$ cat src/rtl/seg7_pkg.sv
// Shared types and segment lookup table for the 7-segment display controller.
package seg7_pkg;

  localparam int SEG7_DIGITS = 8;
  localparam int SEG7_IDX_W  = $clog2(SEG7_DIGITS);

  // Active-low {dp,g,f,e,d,c,b,a}
  typedef logic [7:0] seg7_pat_t;

  // Active-low {g,f,e,d,c,b,a} for hex digits 0..F
  localparam logic [6:0] HEX2SEG [16] = '{
    7'h40, 7'h79, 7'h24, 7'h30, 7'h19, 7'h12, 7'h02, 7'h78,
    7'h00, 7'h10, 7'h08, 7'h03, 7'h46, 7'h21, 7'h06, 7'h0E
  };

  localparam seg7_pat_t SEG7_BLANK = 8'hFF;

endpackage

$ cat src/rtl/seg7_hex_decode.sv
// Combinational hex nibble + decimal point to active-low cathode pattern.
module seg7_hex_decode
  import seg7_pkg::*;
(
  input  logic [3:0] i_nibble,
  input  logic       i_dp_on,
  output seg7_pat_t  o_pat
);

  assign o_pat = {~i_dp_on, HEX2SEG[i_nibble]};

endmodule

$ cat src/rtl/seg7_disp_ctrl.sv
// 8-digit multiplexed common-anode 7-segment driver with per-frame snapshot and
// anti-ghosting guard. Define SEG7_DIM_EN to add brightness_i PWM dimming.
module seg7_disp_ctrl
  import seg7_pkg::*;
#(
  parameter int         DIGIT_TICKS = 50000,
  parameter int         GUARD_TICKS = 16,
  parameter logic [7:0] DP_MASK     = 8'h00
) (
  input  logic        clk,
  input  logic        rst_n,
  input  logic [31:0] disp_data_i,
  input  logic        disp_en_i,
  output logic [7:0]  seg_cathode_o,
  output logic [7:0]  seg_anode_o
`ifdef SEG7_DIM_EN
  ,
  input  logic [3:0]  brightness_i
`endif
);

  localparam int TW = (DIGIT_TICKS > 1) ? $clog2(DIGIT_TICKS) : 1;
  localparam logic [TW-1:0] TICK_LAST = TW'(DIGIT_TICKS - 1);
  localparam logic [TW-1:0] GUARD_END = TW'(GUARD_TICKS);

  logic [TW-1:0]         r_tick_cnt;
  logic [SEG7_IDX_W-1:0] r_digit_idx;
  logic [31:0]           r_shadow;
  logic [7:0]            r_anode;
  seg7_pat_t             r_cathode;

  logic       w_slot_end;
  logic       w_frame_end;
  logic       w_lit;
  logic [3:0] w_nibble;
  seg7_pat_t  w_pat;

  assign w_slot_end  = (r_tick_cnt == TICK_LAST);
  assign w_frame_end = w_slot_end && (r_digit_idx == SEG7_IDX_W'(SEG7_DIGITS - 1));
  assign w_nibble    = r_shadow[{r_digit_idx, 2'b00} +: 4];

`ifdef SEG7_DIM_EN
  logic [3:0] r_pwm_cnt;

  always_ff @(posedge clk) begin
    if (!rst_n) r_pwm_cnt <= 4'd0;
    else        r_pwm_cnt <= r_pwm_cnt + 4'd1;
  end

  assign w_lit = disp_en_i && (r_tick_cnt >= GUARD_END) && (r_pwm_cnt <= brightness_i);
`else
  assign w_lit = disp_en_i && (r_tick_cnt >= GUARD_END);
`endif

  seg7_hex_decode u_hex_decode (
    .i_nibble (w_nibble),
    .i_dp_on  (DP_MASK[r_digit_idx]),
    .o_pat    (w_pat)
  );

  // Snapshot on the last tick of digit 7 so a whole frame shows one word.
  always_ff @(posedge clk) begin
    if (!rst_n) begin
      r_tick_cnt  <= '0;
      r_digit_idx <= '0;
      r_shadow    <= 32'h0;
      r_anode     <= 8'hFF;
      r_cathode   <= SEG7_BLANK;
    end else begin
      r_tick_cnt <= w_slot_end ? '0 : r_tick_cnt + 1'b1;
      if (w_slot_end)  r_digit_idx <= r_digit_idx + 1'b1;
      if (w_frame_end) r_shadow    <= disp_data_i;
      if (w_lit) begin
        r_anode   <= ~(8'h01 << r_digit_idx);
        r_cathode <= w_pat;
      end else begin
        r_anode   <= 8'hFF;
        r_cathode <= SEG7_BLANK;
      end
    end
  end

  assign seg_anode_o   = r_anode;
  assign seg_cathode_o = r_cathode;

endmodule
$ cat config.mk
export PLATFORM = sky130hd
export DESIGN_NAME = seg7_disp_ctrl
export DESIGN_NICKNAME = d
export VERILOG_FILES = /design/src/rtl/seg7_pkg.sv /design/src/rtl/seg7_hex_decode.sv /design/src/rtl/seg7_disp_ctrl.sv
export SDC_FILE = /design/constraint.sdc
export NUM_CORES = 1
export LEC_CHECK = 0
export BUFFER_PORTS_ARGS = -buffer_cell sky130_fd_sc_hd__buf_4
export CAP_MARGIN = 20
export CORE_ASPECT_RATIO = 0.5
export CORE_MARGIN = 8
export CORE_UTILIZATION = 60
export CTS_BUF_LIST = sky130_fd_sc_hd__clkbuf_4 sky130_fd_sc_hd__clkbuf_8 sky130_fd_sc_hd__clkbuf_16
export DETAILED_ROUTE_END_ITERATION = 7
export PLACE_DENSITY = 0.87
export SLEW_MARGIN = 20
export SYNTH_ARGS = -nofsm -noshare
export SYNTH_HDL_FRONTEND = slang
export SYNTH_SLANG_ARGS = --single-unit
$ cat constraint.sdc
create_clock -name clk -period 4.35 [get_ports clk]
set_input_delay 0.2175 -clock clk [delete_from_list [all_inputs] [get_ports clk]]
set_output_delay 0.2175 -clock clk [all_outputs]
set_load 0.02 [all_outputs]
* Yosys cells after proc, flatten, opt, wreduce, memory -nomap -nowiden
Memory sizes are Yosys's and may differ from the RTL's. A register that Yosys moved wholly into a read port is not among the register bits. Cells that the tools add are included.
Storage, ports and cells: bits in read-only memories 120, latch bits 0, RAM bits 0, word-level logic and storage cells 30, output and inout bits 16, memories 2, bits of input ports 35, register bits 67
Memory list:
- (name not given) | words 16, width 7, rd ports 1, clocked after memory_dff 1, write ports 0, RTL line seg7_hex_decode.sv:10 | assign o_pat = {~i_dp_on, HEX2SEG[i_nibble]};
- (name not given) | words 8, width 1, rd ports 1, clocked after memory_dff 1, write ports 0, RTL line seg7_disp_ctrl.sv:57 | .i_dp_on (DP_MASK[r_digit_idx]),
Operators by class: add/sub/neg operators 2, shifts and indexed selects 2, reduce and logical (&&, ||, !) cells 5, bitwise logic cells 4, equal/unequal tests 2, divide/modulo/power cells 0, multipliers 0, magnitude comparators 3, muxes and demuxes 5
Operators with widths (count):
- 32-bit by 6-bit variable part select with 4-bit output | 1
- 16-bit by 1-bit adder with 16-bit output (second input constant) | 1
- 16-bit equality test (second input constant) | 1
- 16-bit by 5-bit greater-or-equal comparator with 1-bit output (second input constant) | 1
- 7-bit 2-to-1 mux | 2
- 8-bit NOT | 1
- 1-bit by 3-bit << shifter with 8-bit output (first input constant) | 1
- 3-bit 2-to-1 mux | 2
- 5-bit greater-or-equal comparator (second input constant) | 1
- 4-bit NOT with 5-bit output | 1
- 3-bit by 4-bit < comparator with 1-bit output (second input constant) | 1
- 3-bit by 1-bit adder with 3-bit output (second input constant) | 1
- 3-bit equality test (second input constant) | 1
- 1-bit logical AND | 2
- 1-bit NOT | 2
- 2-bit AND reduction | 1
- 2-bit OR reduction | 1
- 1-bit zero test | 1
- 1-bit 2-to-1 mux | 1

* Logic depth before layout (Yosys ltp)
Gate-level depths: netlist (run 1).
depth in word-level cells 5, gate-level depth with buffers 9, depth with buffers taken out 8

* By module
Synthesis (run 1) repeated with hierarchy kept, for this count alone.
Unflattened totals: cell total of the unflattened synthesis 344, area total of the unflattened synthesis 2995.4 um^2
By module, submodules not included:
- seg7_disp_ctrl | area each 2721.4 um^2, times used 1, seq. area each 1341.3 um^2, cells an instance 308
- seg7_hex_decode | area each 274.0 um^2, times used 1, seq. area each 0.0 um^2, cells an instance 36

* Worst setup path before layout (run 1)
OpenSTA, ideal clock, no wires.
path type flip-flop to flip-flop, start register r_digit_idx[0], end register r_cathode[3] (netlist: seg_cathode_o[3]), cell stages (with the launch flop) 9, buffers on the path 1, data required time 4.276 ns, period minus slack after synthesis 2.249 ns, setup slack 2.101 ns, setup time 0.074 ns, data arrival time 2.175 ns, cell sequence dfxtp_1 buf_4 mux4_2 mux2_2 inv_1 ha_1 nor3_1 a21oi_1 a31oi_1
On the way: longest elaborated chain between the ends 2
RTL lines:
- start, declared | RTL line seg7_disp_ctrl.sv:27 | logic [SEG7_IDX_W-1:0] r_digit_idx;
- start signal, assigned | RTL line seg7_disp_ctrl.sv:71 | if (w_slot_end) r_digit_idx <= r_digit_idx + 1'b1;
- 32-bit by 6-bit variable part select with 4-bit output | RTL line seg7_disp_ctrl.sv:40 | assign w_nibble = r_shadow[{r_digit_idx, 2'b00} +: 4];
- 4-bit NOT with 5-bit output (implied by the code) | RTL line seg7_hex_decode.sv:10
- end, declared | RTL line seg7_disp_ctrl.sv:30 | seg7_pat_t r_cathode;
No other way between the ends. A chain may end at the register's enable or synchronous reset.

* Worst setup path in the final report (run 1)
start register r_tick_cnt[0], end register r_shadow[3]
On the way: longest elaborated chain between the ends 2
RTL lines:
- start, declared | RTL line seg7_disp_ctrl.sv:26 | logic [TW-1:0] r_tick_cnt;
- start signal, assigned | RTL line seg7_disp_ctrl.sv:70 | r_tick_cnt <= w_slot_end ? '0 : r_tick_cnt + 1'b1;
- 16-bit equality test | RTL line seg7_disp_ctrl.sv:38 | assign w_slot_end = (r_tick_cnt == TICK_LAST);
- 1-bit logical AND | RTL line seg7_disp_ctrl.sv:39 | assign w_frame_end = w_slot_end && (r_digit_idx == SEG7_IDX_W'(SEG7_DIGITS - 1));
- end signal, assigned | RTL line seg7_disp_ctrl.sv:72 | if (w_frame_end) r_shadow <= disp_data_i;
- end, declared | RTL line seg7_disp_ctrl.sv:28 | logic [31:0] r_shadow;
No other way between the ends.

==> results of run 1 <==
[synthesized netlist by cell type, types with 3 or more instances]
library cell | instances | area (µm²)
sky130_fd_sc_hd__a21boi_2 | 30 | 338
sky130_fd_sc_hd__a21oi_1 | 5 | 25.0
sky130_fd_sc_hd__and2_1 | 3 | 18.8
sky130_fd_sc_hd__and3_1 | 4 | 25.0
sky130_fd_sc_hd__buf_12 | 3 | 60.1
sky130_fd_sc_hd__buf_4 | 3 | 22.5
sky130_fd_sc_hd__clkbuf_1 | 9 | 33.8
sky130_fd_sc_hd__dfxtp_1 | 66 | 1320
sky130_fd_sc_hd__ha_1 | 14 | 175
sky130_fd_sc_hd__inv_1 | 11 | 41.3
sky130_fd_sc_hd__mux2_2 | 3 | 33.8
sky130_fd_sc_hd__mux2i_1 | 6 | 60.1
sky130_fd_sc_hd__mux4_2 | 6 | 135
sky130_fd_sc_hd__nand2_1 | 83 | 312
sky130_fd_sc_hd__nand3_1 | 14 | 70.1
sky130_fd_sc_hd__nor2_1 | 21 | 78.8
sky130_fd_sc_hd__nor3_1 | 6 | 30.0
sky130_fd_sc_hd__o221ai_1 | 4 | 35.0
sky130_fd_sc_hd__xnor2_1 | 8 | 70.1
sky130_fd_sc_hd__xor2_1 | 7 | 61.3
[per-stage QoR]
| step | instances | instance area, µm² | power (µW) | hold slack (ns) |
|---|---|---|---|---|
| final | 452 | 3670 | 1100 | 0.138 |
| after global routing | 452 | 3670 | 1150 | 0.122 |
| after CTS | 452 | 3660 | 1110 | 0.118 |
| after detailed placement | 436 | 3480 | 664 | 0.451 |
| after global placement | 436 | 3480 | 663 | 0.445 |
| after floorplan | 334 | 3160 | 639 | 0.365 |
[cell families after synthesis]
kind of cell             share of synthesized area (%)
AND/OR/NAND/NOR                                   19.9
buffers and inverters                             5.63
multiplexers                                      7.25
adder cells (fa/ha/maj)                           5.55
XOR/XNOR                                          4.16
other                                            0.119
AO/OA/AOI/OAI                                     15.6
flip-flops                                        41.8
[per-layer routing]
layer,GRT usage (%),vias to the layer above,routed length (µm)
met5,0,-,0
met3,7.24,11,478
met1,18.2,1145,2730
met4,5.46,0,87
met2,29.6,72,3230
li1,-,1210,-
[state kept, by name, summed over array words and instances, names as in the netlist]
| name | flops |
|---|---|
| seg_cathode_o | 7 |
| r_tick_cnt | 16 |
| seg_anode_o | 8 |
| r_digit_idx | 3 |
| r_shadow | 32 |
[path summary, 6_finish.rpt]
| check | from | endpoint | slack [ns] | depth (start not counted) |
|---|---|---|---|---|
| worst max-delay path | r_tick_cnt[0] | r_shadow[3] | 1.55 | 6 |
| worst min-delay path | disp_data_i[1] | r_shadow[1] | 0.14 | 3 |
| worst max register to register | r_tick_cnt[0] | r_shadow[3] | 1.55 | 6 |
| worst min register to register | r_shadow[13] | r_shadow[13] | 0.46 | 2 |
[cell type report]
type                            count  share of cell area, %
Sequential cell                    66                   36.0
Clock inverter                      3                  0.409
Tap cell                           70                   2.39
Multi-Input combinational cell    239                   45.5
Clock buffer                       13                   4.36
Inverter                           11                   1.12
Timing Repair Buffer               50                   10.2
[worst max-delay path, stage by stage, from the launching register on]
cell and delay (ns):
sky130_fd_sc_hd__dfxtp_1 0.40, sky130_fd_sc_hd__ha_1 0.23, sky130_fd_sc_hd__nand3_1 0.12, sky130_fd_sc_hd__nor3_1 0.57
sky130_fd_sc_hd__and3_1 0.97, sky130_fd_sc_hd__nand2_1 0.22, sky130_fd_sc_hd__a21boi_2 0.21
[power by group through the flow]
| stage | logic [µW] | registers, µW | clock network, µW |
|---|---|---|---|
| after global placement | 39.9 | 623 | 0 |
| after detailed placement | 41.1 | 623 | 0 |
| after floorplan | 16.8 | 622 | 0 |
| after global routing | 44.2 | 609 | 495 |
| final | 41.2 | 610 | 450 |
| after CTS | 41.4 | 609 | 462 |
==> impl_summary.txt, run 1 <==
----------------------------------------------------
[Yosys]
  Synthesized Nets ... 383
  Post-synth cell types ... 43
  Asr flop ratio synth ... 0%
  Post-synthesis register bit count ... 66
  Synthesized area divided by synthesized cell count ... 9.46 µm²
  Sequential share of the synthesized area ... 41.8%
  Gate count after technology mapping ... 334
  Number of warnings printed during yosys synthesis ... 0
  Top FF cell, synth ... sky130_fd_sc_hd__dfxtp_1
  Netlist area before placement ... 0.00316 mm²
  Number of synthesized flops with an enable pin ... 0

[Setup path]
  Data required time at the worst endpoint ... 4.62 ns
  Highest fanout seen on the critical path ... 32
  Worst Path Class, Setup ... flop to flop
  Crit start category ... flop
  Arrival time at the worst endpoint ... 3.06 ns
  Endpoint type of the worst setup path ... flop

[Clock network]
  Number of buffers inserted by hold repair at cts ... 0
  Inserted Clock Buffers ... 9
  Clk slew on worst S/H paths ... 0.07 ns
  Setup Fix Bufs, Post-CTS ... 0
  Count of cells resized by post-cts repair ... 0
  CTS sink cnt ... 66
  CTS tree ... yes
  Clock Root Buffer ... sky130_fd_sc_hd__clkbuf_8
  Number of buffers on the longest clock path ... 2
  Clk_lat worst skew ... 0.34 ns
  Number of levels in the clock H-tree ... 3

[STA]
  Setup TNS Final ... 0 ns
  Setup skew after layout ... 0.00586 ns
  Min setup slack post-route ... 1.55 ns
  Peak Freq ... 358 MHz
  Number of max-slew violations in the final report ... 0
  Unrepaired setup endpoints after global routing ... false
  Fin crit share ... 64.3%
  Number of hold violations in the final report ... 0
  Slew @ Worst Pin ... 1.07 ns
  Worst slew margin ... 29.0%
  Setup violations, final ... 0
  Final period demand of the worst path ... 2.80 ns

[Global routing]
  Largest net degree at the start of global routing ... 40
  First-pass GRT wire length ... 10700 µm
  Antenna violations before repair ... 0
  Via count of the first global-routing pass ... 2400
  Final global-route overflow total ... 0
  Total GRT Usage ... 16.7%

[Floorplanning]
  DIE AREA ... 0.00798 mm²
  Initial core utilization ... 63.2%
  Die width ... 119 µm
  Top Ports ... 51
  Die outline height ... 67.3 µm
  Rows ... 18
  Core Footprint ... 0.00500 mm²

[Routing]
  Routed length per instance ... 14.4 µm
  Final wirelength ... 6520 µm
  Antenna viol nets, final ... 0
  Number of detailed-route iterations in the first pass ... 4
  Routed via count divided by cell count ... 5.39
  DR DRC count ... 0
  Number of DRC markers after the initial detailed-route iteration ... 179
  Vias after detailed routing ... 2438

[Flow run]
  Count of max-cap constraint violations ... 0

[Pwr]
  Largest vdd supply drop ... 0.000236 V
  Combinational power share ... 3.7%
  Switching Share ... 20.7%
  P per Cell Area ... 300 mW/mm²
  Power share of the sequential group ... 55.4%
  Total net switching power ... 228 µW
  Internal ... 873 µW
  P_leak ... 0.00137 µW
  Part of the power in the clock network ... 40.9%

[Layout]
  Layout filler cell count ... 365
  Area of combinational cells with multiple inputs ... 0.00167 mm²
  Layout cell share with drive strength beyond 1 ... 28.8%
  Final antenna diode count ... 0
  Final Util ... 73.4%
  Area delta synth->final ... 16.2%
  Highest-count cells in the layout ignoring fill and taps ... sky130_fd_sc_hd__nand2_1 (83), sky130_fd_sc_hd__dfxtp_1 (66), sky130_fd_sc_hd__buf_4 (50), sky130_fd_sc_hd__a21boi_2 (30), sky130_fd_sc_hd__nor2_1 (21)
  Net count of the finished layout ... 426
  Most frequent standard cell in the layout excluding fill and tap cells ... sky130_fd_sc_hd__nand2_1
  Area taken by flip-flops and latches ... 0.00132 mm²

[Place]
  Worst slack at placement ... 1.70 ns
  Total half-perimeter wirelength after legalization and detailed placement ... 4670 µm
  Number of port buffers ... 49
  Placer Congestion ... 0.902

[Worst hold path]
  Path class of the lowest-slack min-delay path ... primary input to flop

[Run status]
  Status ... completed

----------------------------------------------------
(Power assumes the default switching activity.)
==> inputs of run 2 (changes only) <==
--- a/config.mk
+++ b/config.mk
@@ -9,10 +9,10 @@
 export CAP_MARGIN = 20
 export CORE_ASPECT_RATIO = 0.5
 export CORE_MARGIN = 8
-export CORE_UTILIZATION = 60
+export CORE_UTILIZATION = 56
 export CTS_BUF_LIST = sky130_fd_sc_hd__clkbuf_4 sky130_fd_sc_hd__clkbuf_8 sky130_fd_sc_hd__clkbuf_16
 export DETAILED_ROUTE_END_ITERATION = 7
-export PLACE_DENSITY = 0.87
+export PLACE_DENSITY = 0.82
 export SLEW_MARGIN = 20
 export SYNTH_ARGS = -nofsm -noshare
 export SYNTH_HDL_FRONTEND = slang
==> constraint.sdc (replaced) <==
create_clock -name clk -period 2.7 [get_ports clk]
set_input_delay 0.135 -clock clk [delete_from_list [all_inputs] [get_ports clk]]
set_output_delay 0.135 -clock clk [all_outputs]
set_load 0.02 [all_outputs]
==> impl_summary.txt, run 2 (same netlist as run 1, synthesis figures left out) <==
----------------------------------------------------
[STA]
  Setup skew after layout ... 0.00559 ns
  Worst slew margin ... 59.1%
  Final period demand of the worst path ... 2.52 ns
  Number of hold violations in the final report ... 0
  Min Hold Slack ... 0.0711 ns
  Number of max-slew violations in the final report ... 0
  Setup TNS Final ... 0 ns
  Min setup slack post-route ... 0.179 ns
  Unrepaired setup endpoints after global routing ... false
  Setup violations, final ... 0
  Peak Freq ... 397 MHz
  Slew @ Worst Pin ... 0.607 ns
  Fin crit share ... 93.4%

[Setup path]
  Worst Path Class, Setup ... flop to flop
  Setup slack, reg-to-reg ... 0.18 ns
  Highest fanout seen on the critical path ... 10
  Worst path max stage delay ... 0.67 ns
  Cell family with the largest share of critical-path delay ... multiplexers
  Origin of the worst setup path ... r_digit_idx[0]
  End of the critical path ... seg_cathode_o[3]
  Data required time at the worst endpoint ... 2.94 ns
  Worst reg2reg path startpoint ... r_digit_idx[0]
  Critical path depth in cells ... 7
  Endpoint type of the worst setup path ... flop
  Destination of the worst register-to-register timing path ... seg_cathode_o[3]
  Standard cell with the maximum stage delay on the critical path ... sky130_fd_sc_hd__dfxtp_1
  Worst Reg2Reg Path Length in Cells ... 7
  CP Buf/Inv Count ... 1
  Arrival time at the worst endpoint ... 2.77 ns
  Crit start category ... flop
  Sequence of cells on the critical path ... mux4_2 -> mux2_2 -> inv_1 -> ha_1 -> nor3_1 -> a21oi_1 -> a31oi_1

[Floorplanning]
  Rows ... 19
  Top Ports ... 51
  Die width ... 122 µm
  Core Footprint ... 0.00547 mm²
  DIE AREA ... 0.00844 mm²
  Initial core utilization ... 57.8%
  Die outline height ... 69.1 µm

[Routing]
  Routed length per instance ... 14.7 µm
  Routed via count divided by cell count ... 5.34
  Number of detailed-route iterations in the first pass ... 4
  Vias after detailed routing ... 2467
  Number of DRC markers after the initial detailed-route iteration ... 218
  DR DRC count ... 0
  Final wirelength ... 6800 µm
  Antenna viol nets, final ... 0

[Clock network]
  Number of buffers inserted by hold repair at cts ... 0
  CTS sink cnt ... 66
  Clk slew on worst S/H paths ... 0.05 ns
  Clk_lat worst skew ... 0.32 ns
  CTS tree ... yes
  Inserted Clock Buffers ... 9
  Clock Root Buffer ... sky130_fd_sc_hd__clkbuf_16
  Number of levels in the clock H-tree ... 3
  Count of cells resized by post-cts repair ... 0
  Setup Fix Bufs, Post-CTS ... 0
  Number of buffers on the longest clock path ... 2

[Layout]
  Max FFs per register ... 32
  Finished layout cell area ... 0.00381 mm²
  Most frequent standard cell in the layout excluding fill and tap cells ... sky130_fd_sc_hd__nand2_1
  Layout cell share with drive strength beyond 1 ... 29.6%
  Register containing the most flip-flops in the final layout ... r_shadow
  Area delta synth->final ... 20.7%
  Net count of the finished layout ... 433
  Highest-count cells in the layout ignoring fill and taps ... sky130_fd_sc_hd__nand2_1 (83), sky130_fd_sc_hd__dfxtp_1 (66), sky130_fd_sc_hd__buf_4 (57), sky130_fd_sc_hd__a21boi_2 (30), sky130_fd_sc_hd__nor2_1 (21)
  Final antenna diode count ... 0

[Global routing]
  Total GRT Usage ... 16.9%
  Final global-route overflow total ... 0
  Largest net degree at the start of global routing ... 40
  Via count of the first global-routing pass ... 2534
  First-pass GRT wire length ... 11600 µm
  Antenna violations before repair ... 0

[Pwr]
  Largest vdd supply drop ... 0.000455 V
  Overall power consumption ... 2080 µW
  P_leak ... 0.00145 µW
  P per Cell Area ... 545 mW/mm²

[Run status]
  Status ... completed

[Place]
  Post-DP Area ... 0.00354 mm²
  Worst slack at placement ... 0.210 ns
  Number of port buffers ... 49
  Placer Congestion ... 0.887
  Total half-perimeter wirelength after legalization and detailed placement ... 5010 µm

[Flow run]
  Count of max-cap constraint violations ... 0

[Worst hold path]
  Worst hold path startpoint ... disp_data_i[4]
  Path class of the lowest-slack min-delay path ... primary input to flop

----------------------------------------------------
[run 2: cell count changes in the layout (fill, tap and decap cells not counted), moves of 2 or more]
cell                        previous run  this run
sky130_fd_sc_hd__buf_4                50        57
sky130_fd_sc_hd__clkbuf_16             0         9
sky130_fd_sc_hd__clkinv_2              3         5
sky130_fd_sc_hd__clkbuf_4              3         0
sky130_fd_sc_hd__clkbuf_8             10         1
[run 2: power breakdown]
part | switching (µW) | leakage (µW) | internal [µW]
Combinational | 22.9 | 0.000779 | 44.6
Clock | 393 | 0.000138 | 636
Sequential | 4.34 | 0.000533 | 979
[run 2: worst min-delay path, delay by kind of cell]
family / cells / cell delay, ns
buffers and inverters: 1 / 0.11
AO/OA/AOI/OAI: 1 / 0.05
AND/OR/NAND/NOR: 1 / 0.06
[run 2: area by class of cell]
type	instances	area, µm²
clock buffers	10	239
clock inverters	6	32.5
fillers	421	1660
inverters	11	41.3
multi-input cells	239	1660
flip-flops and latches	66	1320
well taps	73	91.3
repair buffers	57	428
[run 2: worst min path at each step]
stage	cells past startpoint	end	slack, ns
floorplan	2	r_shadow[0]	0.28
global placement	3	r_shadow[31]	0.40
detailed placement	3	r_shadow[4]	0.41
CTS	3	r_shadow[4]	0.06
global route	3	r_shadow[5]	0.07
finish	3	r_shadow[4]	0.07
[run 2: metal layers]
layer	GRT usage [%]	up-vias	share of wire, %
met2	28.9	54	51
met5	0	-	0
met3	5.69	8	6.7
li1	-	1226	-
met4	5.09	0	0.84
met1	19.4	1179	41
[run 2: per-stage QoR]
stage	util, %	std cells
global route	69.7	462
CTS	69.7	462
floorplan	-	334
finish	69.7	462
global placement	64.8	446
detailed placement	64.8	446
==> inputs of run 3 (changes only) <==
--- a/config.mk
+++ b/config.mk
@@ -9,10 +9,11 @@
 export CAP_MARGIN = 20
 export CORE_ASPECT_RATIO = 0.5
 export CORE_MARGIN = 8
-export CORE_UTILIZATION = 56
+export CORE_UTILIZATION = 42
 export CTS_BUF_LIST = sky130_fd_sc_hd__clkbuf_4 sky130_fd_sc_hd__clkbuf_8 sky130_fd_sc_hd__clkbuf_16
 export DETAILED_ROUTE_END_ITERATION = 7
-export PLACE_DENSITY = 0.82
+export PLACE_DENSITY = 0.68
+export REMOVE_ABC_BUFFERS = 1
 export SLEW_MARGIN = 20
 export SYNTH_ARGS = -nofsm -noshare
 export SYNTH_HDL_FRONTEND = slang
==> constraint.sdc (replaced) <==
create_clock -name clk -period 2.06 [get_ports clk]
set_input_delay 0.103 -clock clk [delete_from_list [all_inputs] [get_ports clk]]
set_output_delay 0.103 -clock clk [all_outputs]
set_load 0.02 [all_outputs]
==> impl_summary.txt, run 3 (same netlist as run 1, synthesis figures left out) <==
----------------------------------------------------
[Routing]
  Number of detailed-route iterations in the first pass ... 4
  Routed length per instance ... 14.4 µm
  Vias after detailed routing ... 2457
  Antenna viol nets, final ... 0
  DR DRC count ... 0
  Final wirelength ... 7140 µm
  Number of DRC markers after the initial detailed-route iteration ... 121
  Routed via count divided by cell count ... 4.94

[Setup path]
  End of the critical path ... seg_cathode_o[3]
  Highest fanout seen on the critical path ... 5
  Data required time at the worst endpoint ... 2.31 ns
  Origin of the worst setup path ... r_digit_idx[0]
  Crit start category ... flop
  Worst reg2reg path startpoint ... r_digit_idx[0]
  Worst Reg2Reg Path Length in Cells ... 9
  Arrival time at the worst endpoint ... 2.24 ns
  Destination of the worst register-to-register timing path ... seg_cathode_o[3]
  Endpoint type of the worst setup path ... flop
  Setup slack, reg-to-reg ... 0.07 ns
  Worst Path Class, Setup ... flop to flop

[Layout]
  Register containing the most flip-flops in the final layout ... r_shadow
  Max FFs per register ... 32
  Highest-count cells in the layout ignoring fill and taps ... sky130_fd_sc_hd__nand2_1 (80), sky130_fd_sc_hd__buf_4 (69), sky130_fd_sc_hd__dfxtp_1 (64), sky130_fd_sc_hd__a21boi_2 (30), sky130_fd_sc_hd__nor2_1 (21)
  Final non-filler cell total ... 497
  Area delta synth->final ... 28.7%
  Most frequent standard cell in the layout excluding fill and tap cells ... sky130_fd_sc_hd__nand2_1
  Finished layout cell area ... 0.00406 mm²
  Final antenna diode count ... 0
  Layout cell share with drive strength beyond 1 ... 35.9%
  Layout filler cell count ... 646
  Net count of the finished layout ... 449

[Floorplanning]
  Die outline height ... 77.3 µm
  Core Footprint ... 0.00729 mm²
  Initial core utilization ... 43.3%
  DIE AREA ... 0.0107 mm²
  Die width ... 139 µm
  Rows ... 22
  Top Ports ... 51

[STA]
  Slew @ Worst Pin ... 0.633 ns
  Peak Freq ... 502 MHz
  Setup violations, final ... 0
  Fin crit share ... 96.7%
  Number of max-slew violations in the final report ... 0
  Unrepaired setup endpoints after global routing ... true
  Setup TNS Final ... 0 ns
  Setup skew after layout ... 0.00543 ns
  Worst slew margin ... 57.4%
  Final period demand of the worst path ... 1.99 ns
  Number of hold violations in the final report ... 0

[Place]
  Number of port buffers ... 49
  Post-DP Area ... 0.00368 mm²
  Number of placed instances, taps included ... 481
  Placer Congestion ... 0.942
  Total half-perimeter wirelength after legalization and detailed placement ... 5260 µm

[Clock network]
  Inserted Clock Buffers ... 9
  CTS tree ... yes
  Number of buffers on the longest clock path ... 2
  Clock Root Buffer ... sky130_fd_sc_hd__clkbuf_16
  Clk slew on worst S/H paths ... 0.05 ns
  CTS sink cnt ... 66
  Number of levels in the clock H-tree ... 3
  Number of buffers inserted by hold repair at cts ... 0
  Clk_lat worst skew ... 0.33 ns

[Run status]
  Status ... completed

[Pwr]
  P_leak ... 0.00153 µW
  P per Cell Area ... 678 mW/mm²
  Overall power consumption ... 2750 µW
  Largest vdd supply drop ... 0.000364 V

[Global routing]
  Largest net degree at the start of global routing ... 39
  Antenna violations before repair ... 0
  Final global-route overflow total ... 0
  First-pass GRT wire length ... 11900 µm
  Via count of the first global-routing pass ... 2537
  Total GRT Usage ... 13.5%

[Worst hold path]
  Path class of the lowest-slack min-delay path ... primary input to flop
  Worst hold path startpoint ... disp_data_i[6]

[Flow run]
  Count of max-cap constraint violations ... 0

----------------------------------------------------
==> run 3: cell types whose count changed in the layout (fill, tap and decap cells not counted), moves of 2 or more <==
cell and change:
sky130_fd_sc_hd__buf_12 +2, sky130_fd_sc_hd__buf_4 +12, sky130_fd_sc_hd__buf_6 +2, sky130_fd_sc_hd__clkbuf_8 +2, sky130_fd_sc_hd__clkinv_2 -5, sky130_fd_sc_hd__dfxtp_1 -2, sky130_fd_sc_hd__ha_1 -4, sky130_fd_sc_hd__ha_2 +3
sky130_fd_sc_hd__inv_1 -3, sky130_fd_sc_hd__inv_2 +3, sky130_fd_sc_hd__nand2_1 -3, sky130_fd_sc_hd__nand2_2 +2
==> run 3: timing repair <==
| item | in CTS | in global routing |
|---|---|---|
| resized for setup | 8 | 17 |
| buffers inserted | 1 | 3 |
| pin swaps | 1 | 3 |
| setup endpoints to repair | 7 | 7 |
==> run 3: worst min-delay path by stage <==
stage	end	slack, ns	cells after the start
floorplan	r_digit_idx[0]	0.22	1
global placement	r_shadow[11]	0.37	3
detailed placement	r_shadow[6]	0.38	3
CTS	r_shadow[6]	0.02	3
global route	r_shadow[15]	0.03	3
finish	r_shadow[6]	0.03	3
==> run 3: metrics by stage <==
stage	worst slack, ns	util (%)	hold WS (ns)
2_1_floorplan	-0.546	-	0.225
3_3_place_gp	0.00178	50.5	0.372
3_5_place_dp	-0.156	50.5	0.375
4_1_cts	0.0107	54.6	0.0217
5_1_grt	-0.0428	55.7	0.0315
6_report	0.0677	55.7	0.0350
==> run 3: layer usage <==
layer	routed length [µm]	track usage (%)
met1	3240	15.6
met2	3460	22.1
met3	324	5.35
met5	0	0
met4	114	5.64
==> run 3: worst max-delay path, stage by stage, from the launching register on <==
cell	delay [ns]
sky130_fd_sc_hd__dfxtp_4	0.37
sky130_fd_sc_hd__buf_6	0.11
sky130_fd_sc_hd__mux4_2	0.50
sky130_fd_sc_hd__nand2_2	0.10
sky130_fd_sc_hd__nand2_4	0.08
sky130_fd_sc_hd__inv_2	0.08
sky130_fd_sc_hd__ha_1	0.24
sky130_fd_sc_hd__nor3_1	0.19
sky130_fd_sc_hd__a21oi_1	0.06
sky130_fd_sc_hd__a31oi_1	0.17
==> run 3: where the power goes <==
group | internal, µW | switching (µW) | leakage [µW]
logic | 63.6 | 30.8 | 0.000861
registers | 1280 | 6.15 | 0.000534
clock network | 883 | 488 | 0.000132
==> run 3: final cells by class <==
type / count / area (µm²) / area share [%]
tap: 96 / 120 / 2.96
sequential: 66 / 1330 / 32.6
inverter: 11 / 41.3 / 1.02
multi-input combinational: 239 / 1730 / 42.5
timing repair buffer: 73 / 581 / 14.3
clock buffer: 12 / 267 / 6.56
